<file path="config.mk">
export PLATFORM = sky130hd
export DESIGN_NAME = interrupt_controller
export DESIGN_NICKNAME = d
export VERILOG_FILES = /design/src/rtl/interrupt_controller.sv
export SDC_FILE = /design/constraint.sdc
export NUM_CORES = 1
export LEC_CHECK = 0
export CAP_MARGIN = 20
export CORE_MARGIN = 2
export CORE_UTILIZATION = 40
export CTS_BUF_LIST = sky130_fd_sc_hd__clkbuf_16
export CTS_CLUSTER_SIZE = 28
export DETAILED_ROUTE_END_ITERATION = 6
export GPL_TIMING_DRIVEN = 0
export PLACE_DENSITY = 0.69
export SYNTH_ARGS = -nofsm -noshare
export SYNTH_HDL_FRONTEND = slang
export SYNTH_SLANG_ARGS = --single-unit
</file>
<file path="constraint.sdc">
create_clock -name i_clk -period 1.3 [get_ports i_clk]
set_input_delay 0.13 -clock i_clk [delete_from_list [all_inputs] [get_ports i_clk]]
set_output_delay 0.13 -clock i_clk [all_outputs]
set_load 0.05 [all_outputs]
</file>
<file path="src/rtl/interrupt_controller.sv">
// interrupt_controller: synchronises N_SRC async request lines, latches rising edges as
//   pending events, masks them, picks the lowest index, and emits one pulse per event.
// Latency: pending SYNC_STAGES clocks after the first sampling edge; pulse one clock later.
// Backpressure: no new pulse until i_eoi closes the current SERVICE; edges keep latching.
//
// Ports:
//   i_clk, i_reset        clock (rising edge), asynchronous active-high reset
//   i_irq[N_SRC]          asynchronous request lines, rising-edge triggered
//   i_mask[N_SRC]         1 = source blocked from dispatch (still latches pending)
//   i_eoi                 end-of-interrupt strobe, honoured only in SERVICE
//   o_interrupt           single-cycle dispatch pulse
//   o_irq_id[ID_W]        id of the most recently dispatched source
//   o_pending[N_SRC]      current pending bits
//   o_busy                high while a dispatched interrupt awaits i_eoi
module interrupt_controller #(
    parameter int N_SRC       = 4,
    parameter int ID_W        = 2,
    parameter int SYNC_STAGES = 2
) (
    input  logic             i_clk,
    input  logic             i_reset,
    input  logic [N_SRC-1:0] i_irq,
    input  logic [N_SRC-1:0] i_mask,
    input  logic             i_eoi,
    output logic             o_interrupt,
    output logic [ID_W-1:0]  o_irq_id,
    output logic [N_SRC-1:0] o_pending,
    output logic             o_busy
);

    localparam logic [1:0] S_IDLE    = 2'd0;
    localparam logic [1:0] S_FIRE    = 2'd1;
    localparam logic [1:0] S_SERVICE = 2'd2;

    logic [1:0]       r_state;
    logic [N_SRC-1:0] r_sync [SYNC_STAGES];
    logic [N_SRC-1:0] r_prev;
    logic [N_SRC-1:0] r_pending;
    logic [ID_W-1:0]  r_irq_id;

    logic [N_SRC-1:0] w_edge;
    logic [N_SRC-1:0] w_eligible;
    logic [N_SRC-1:0] w_clr;
    logic [ID_W-1:0]  w_win_id;

    // Synchroniser chain plus one history flop for rising-edge detection.
    // Everything resets to 0, so a line already high at release counts as an edge.
    always_ff @(posedge i_clk or posedge i_reset) begin
        if (i_reset) begin
            for (int s = 0; s < SYNC_STAGES; s++) begin
                r_sync[s] <= '0;
            end
            r_prev <= '0;
        end else begin
            r_sync[0] <= i_irq;
            for (int s = 1; s < SYNC_STAGES; s++) begin
                r_sync[s] <= r_sync[s-1];
            end
            r_prev <= r_sync[SYNC_STAGES-1];
        end
    end

    assign w_edge     = r_sync[SYNC_STAGES-1] & ~r_prev;
    assign w_eligible = r_pending & ~i_mask;

    // Fixed priority: scanning downwards leaves the lowest eligible index.
    always_comb begin
        w_win_id = '0;
        for (int k = N_SRC - 1; k >= 0; k--) begin
            if (w_eligible[k]) begin
                w_win_id = ID_W'(k);
            end
        end
    end

    // The dispatched source is cleared during FIRE.
    always_comb begin
        w_clr = '0;
        for (int k = 0; k < N_SRC; k++) begin
            w_clr[k] = (r_state == S_FIRE) && (r_irq_id == ID_W'(k));
        end
    end

    // Edge is OR-ed in after the clear so a new event on the firing source survives.
    always_ff @(posedge i_clk or posedge i_reset) begin
        if (i_reset) begin
            r_pending <= '0;
        end else begin
            r_pending <= (r_pending & ~w_clr) | w_edge;
        end
    end

    always_ff @(posedge i_clk or posedge i_reset) begin
        if (i_reset) begin
            r_state  <= S_IDLE;
            r_irq_id <= '0;
        end else begin
            case (r_state)
                S_IDLE: begin
                    if (|w_eligible) begin
                        r_irq_id <= w_win_id;
                        r_state  <= S_FIRE;
                    end
                end
                S_FIRE: begin
                    r_state <= S_SERVICE;
                end
                S_SERVICE: begin
                    if (i_eoi) begin
                        r_state <= S_IDLE;
                    end
                end
                default: begin
                    r_state <= S_IDLE;
                end
            endcase
        end
    end

    // All outputs come from registered state only.
    assign o_interrupt = (r_state == S_FIRE);
    assign o_busy      = (r_state == S_SERVICE);
    assign o_irq_id    = r_irq_id;
    assign o_pending   = r_pending;

endmodule

</file>
==> results.txt <==
----------------------------------------------------
[Setup path]
  Count of buffer and inverter cells on the critical path ... 1
  Critical Path Sink Type ... output pin
  Sort of element at the start of the critical path ... flop
  Path depth of the worst reg2reg path ... 3
  Delay of the slowest critical-path stage ... ~470 ps
  Critical path arrival ... 1130 ps
  Capturing point of the worst reg2reg path ... o_irq_id[0]$_DFFE_PP0P_
  Critical path's top delay family ... flip-flops
  Slowest cell on the critical path ... sky130_fd_sc_hd__dfrtp_1
  Setup Crit Path Kind ... flop to output pin
  Worst-path cell chain ... clkdlybuf4s15_2
  R2r setup slk ... ~150 ps
  Reg2reg start ... r_state[1]$_DFFE_PP0P_
  Req. time, crit path ... approximately 1200 ps
  Largest fanout on the critical path ... 6

[Drt]
  Mean number of vias per cell ... roughly 5.2
  1st-pass router iterations ... 3
  Initial DRC Count ... 4
  DRT Wirelength ... 1320 µm
  Total vias in the final route ... slightly below 500
  Post-route antenna net violation count ... 0
  Final routed DRC violation total ... 0
  Average detailed-routed wire length per instance ... 14.2 µm

[Die]
  Rows ... 15
  Full die area ... 2110 µm²
  Vertical extent of the die ... 45.9 µm
  Number of ports placed on the die boundary ... 19
  Initial standard-cell utilization of the core ... 41.6%
  Die width ... 45.9 µm
  Standard cell core area ... between 1500 and 2000 µm²

[Logic synthesis]
  Biggest area contributors in the synthesized netlist ... sky130_fd_sc_hd__dfrtp_1 71%, sky130_fd_sc_hd__inv_1 4.8%, sky130_fd_sc_hd__o31ai_1 3.2%
  Post-synthesis share of cell area spent on full adders, half adders and majority gates ... 0%
  Area share of the largest cell type after synthesis ... a little under three quarters
  Number of distinct library cell variants in the gate-level netlist after synthesis ... 18
  Multiplexer fraction of the synthesized cell area ... 0%
  Synthesized-area fraction occupied by ao, oa, aoi and oai cells ... around 14%
  Sequential fraction of the synthesis area ... 71.3%
  Most instantiated cells after synthesis ... 20 x sky130_fd_sc_hd__dfrtp_1, 9 x sky130_fd_sc_hd__inv_1, 3 x sky130_fd_sc_hd__nand2b_1, 3 x sky130_fd_sc_hd__o21ai_1, 3 x sky130_fd_sc_hd__o31ai_1
  Syn nets ... 65
  Xor/xnor cell area share of the yosys netlist ... 0%
  Synth Flop Type ... sky130_fd_sc_hd__dfrtp_1
  Yosys warning total ... 0
  Library cell occupying the most area in the post-synthesis netlist ... sky130_fd_sc_hd__dfrtp_1
  Combinational family with the most area after synthesis ... compound AO/OA/AOI/OAI gates
  Average cell area after synthesis ... between 10 and 15 µm²
  Library cell with the highest instance count after synthesis ... sky130_fd_sc_hd__dfrtp_1
  Fraction of synthesis flops using an asynchronous set or reset pin ... 100%
  #FFs+latches synth ... 20
  Post-synthesis instance total ... between 50 and 60
  Total standard cell area after synthesis ... roughly 700 µm²
  Number of enable flip-flop cells after synthesis ... 0
  Fraction of the mapped netlist area in simple logic gates ... a little under a tenth

[Global routing]
  Global-route wire length before repair ... ~2200 µm
  Total congestion overflow after global routing ... 0
  Largest net degree at the start of global routing ... 21
  Antenna violations before repair ... 0
  Via count of the first global-routing pass ... 510
  GRT Util Overall ... 16.0%

[STA]
  Unrepaired setup endpoints after global routing ... no
  Final hold violation count ... 0
  Post-route clock period utilization ... a little over nine tenths
  Worst hold slack across all endpoints ... a little over 300 ps
  Fmax ... about 800 MHz
  Final setup violation count ... 0
  PnR worst setup slack ... ~40 ps
  Final clock skew ... 2.10 ps
  Max-slew violation count ... 0
  Max transition margin ... between 50% and 60%
  Time the worst path needs with I/O delays and setup ... about 1300 ps
  Actual slew at the worst max-slew pin ... roughly 730 ps

[Layout]
  Share of the core filled with cells in the final layout ... between 50% and 60%
  Count of placed standard cells in the final layout, fillers left out ... 93
  Share of layout cells above drive strength 1 ... ~18%
  Net count reported at finish ... between 80 and 90
  Synthesis-to-layout area growth ... 43.1%
  N_diodes ... 0

[Run]
  Max Cap Violations ... 0

[Clock network]
  TritonCTS clock tree ... yes
  Number of buffers between clock root and the deepest sink ... 2
  Skew-Pair Late Insertion Delay ... between 200 and 300 ps
  CTS root buffer ... sky130_fd_sc_hd__clkbuf_16
  H-Tree Level Count ... 1
  Post-CTS Setup Bufs ... 0
  Reg clk slew, reported paths ... approximately 50 ps
  Sink Count ... 20
  Inserted Clock Buffers ... 3

[Placement]
  Number of cells after detailed placement ... 89
  Setup slack after placement ... -320 ps
  Final GP Congestion ... slightly above 0.8
  Detailed-placement wirelength estimate ... slightly below 800 µm
  Port buffer count ... 18

[Power and ir drop]
  Cell area power density ... 2720 nW/µm²
  Pleak ... 0.464 nW
  Peak supply drop ... approximately 1.4 mV
  Total chip power ... 2.74 mW

[Outcome]
  Result of the run ... finished clean

[Min path]
  Type of the most critical hold path ... input pin to async pin

----------------------------------------------------
==> cell families (layout without fill, tap and decap cells) <==
logic type             after synthesis  in the layout
DFF                                 20             20
AOI/OAI and AO/OA                   14             14
and+or+nand+nor                     10             10
buffers and inverters               10             32
==> state kept, by name (all words and copies together) (netlist names) <==
name and flops:
o_pending 4, r_sync 8, r_prev 4, r_state 2
o_irq_id 2
==> worst max path at each step <==
stage / cells past startpoint / to / slack, ps / from
2_1_floorplan: 3 / o_pending[1]$_DFF_PP0_ / 80 / o_irq_id[0]$_DFFE_PP0P_
3_3_place_gp: 3 / o_interrupt / -310 / r_state[1]$_DFFE_PP0P_
3_5_place_dp: 3 / o_interrupt / -320 / r_state[1]$_DFFE_PP0P_
4_1_cts: 1 / o_pending[3] / 10 / o_pending[3]$_DFF_PP0_
5_1_grt: 1 / o_irq_id[0] / 7 / o_irq_id[0]$_DFFE_PP0P_
6_report: 1 / o_irq_id[0] / 40 / o_irq_id[0]$_DFFE_PP0P_
==> worst register-to-register path: stages, from the launching register on <==
cell,delay [ps]
sky130_fd_sc_hd__dfrtp_1,400
sky130_fd_sc_hd__nor2_2,240
sky130_fd_sc_hd__a32oi_1,160
sky130_fd_sc_hd__o221a_1,240
==> final cells by class <==
class / count / area, µm²
inverter: 10 / 37.5
fill: 143 / 684
timing repair buffer: 18 / 171
sequential: 20 / 500
multi-input combinational: 24 / 169
clock inverter: 1 / 30.0
tap: 17 / 21.3
clock buffer: 3 / 75.1
==> stage by stage <==
step	setup TNS, ps	cell area, µm²
2_1_floorplan	0	702
3_3_place_gp	-732	903
3_5_place_dp	-767	903
4_1_cts	0	1000
5_1_grt	0	1000
6_report	0	1000
==> per-layer routing <==
| layer | track usage (%) | routed length [µm] | vias up |
|---|---|---|---|
| met5 | 0 | 0 | - |
| met4 | 5.71 | 9 | 0 |
| met3 | 8.73 | 100 | 2 |
| met2 | 28.6 | 684 | 19 |
| met1 | 14.9 | 524 | 235 |
| li1 | - | - | 226 |
==> report_power, final <==
part	internal, mW	switching (mW)
Clock	0.610	0.215
Combinational	0.345	0.664
Sequential	0.759	0.145
Total	1.71	1.02
==> placed cells by master (no fill, tap or decap), drive strengths merged, types with 2 or more instances in the layout <==
cell,instances
clkbuf,6
clkdlybuf4s50,10
inv,10
nand2,2
o21ai,5
nand2b,4
dfrtp,20
o31ai,3
nor2b,2
clkdlybuf4s15,4
==> what timing repair did <==
item                       CTS  global route
setup endpoints to repair    8             5
gates resized for setup     24             6
hold buffers                 0             0
Power figures use the tool's default switching activity.
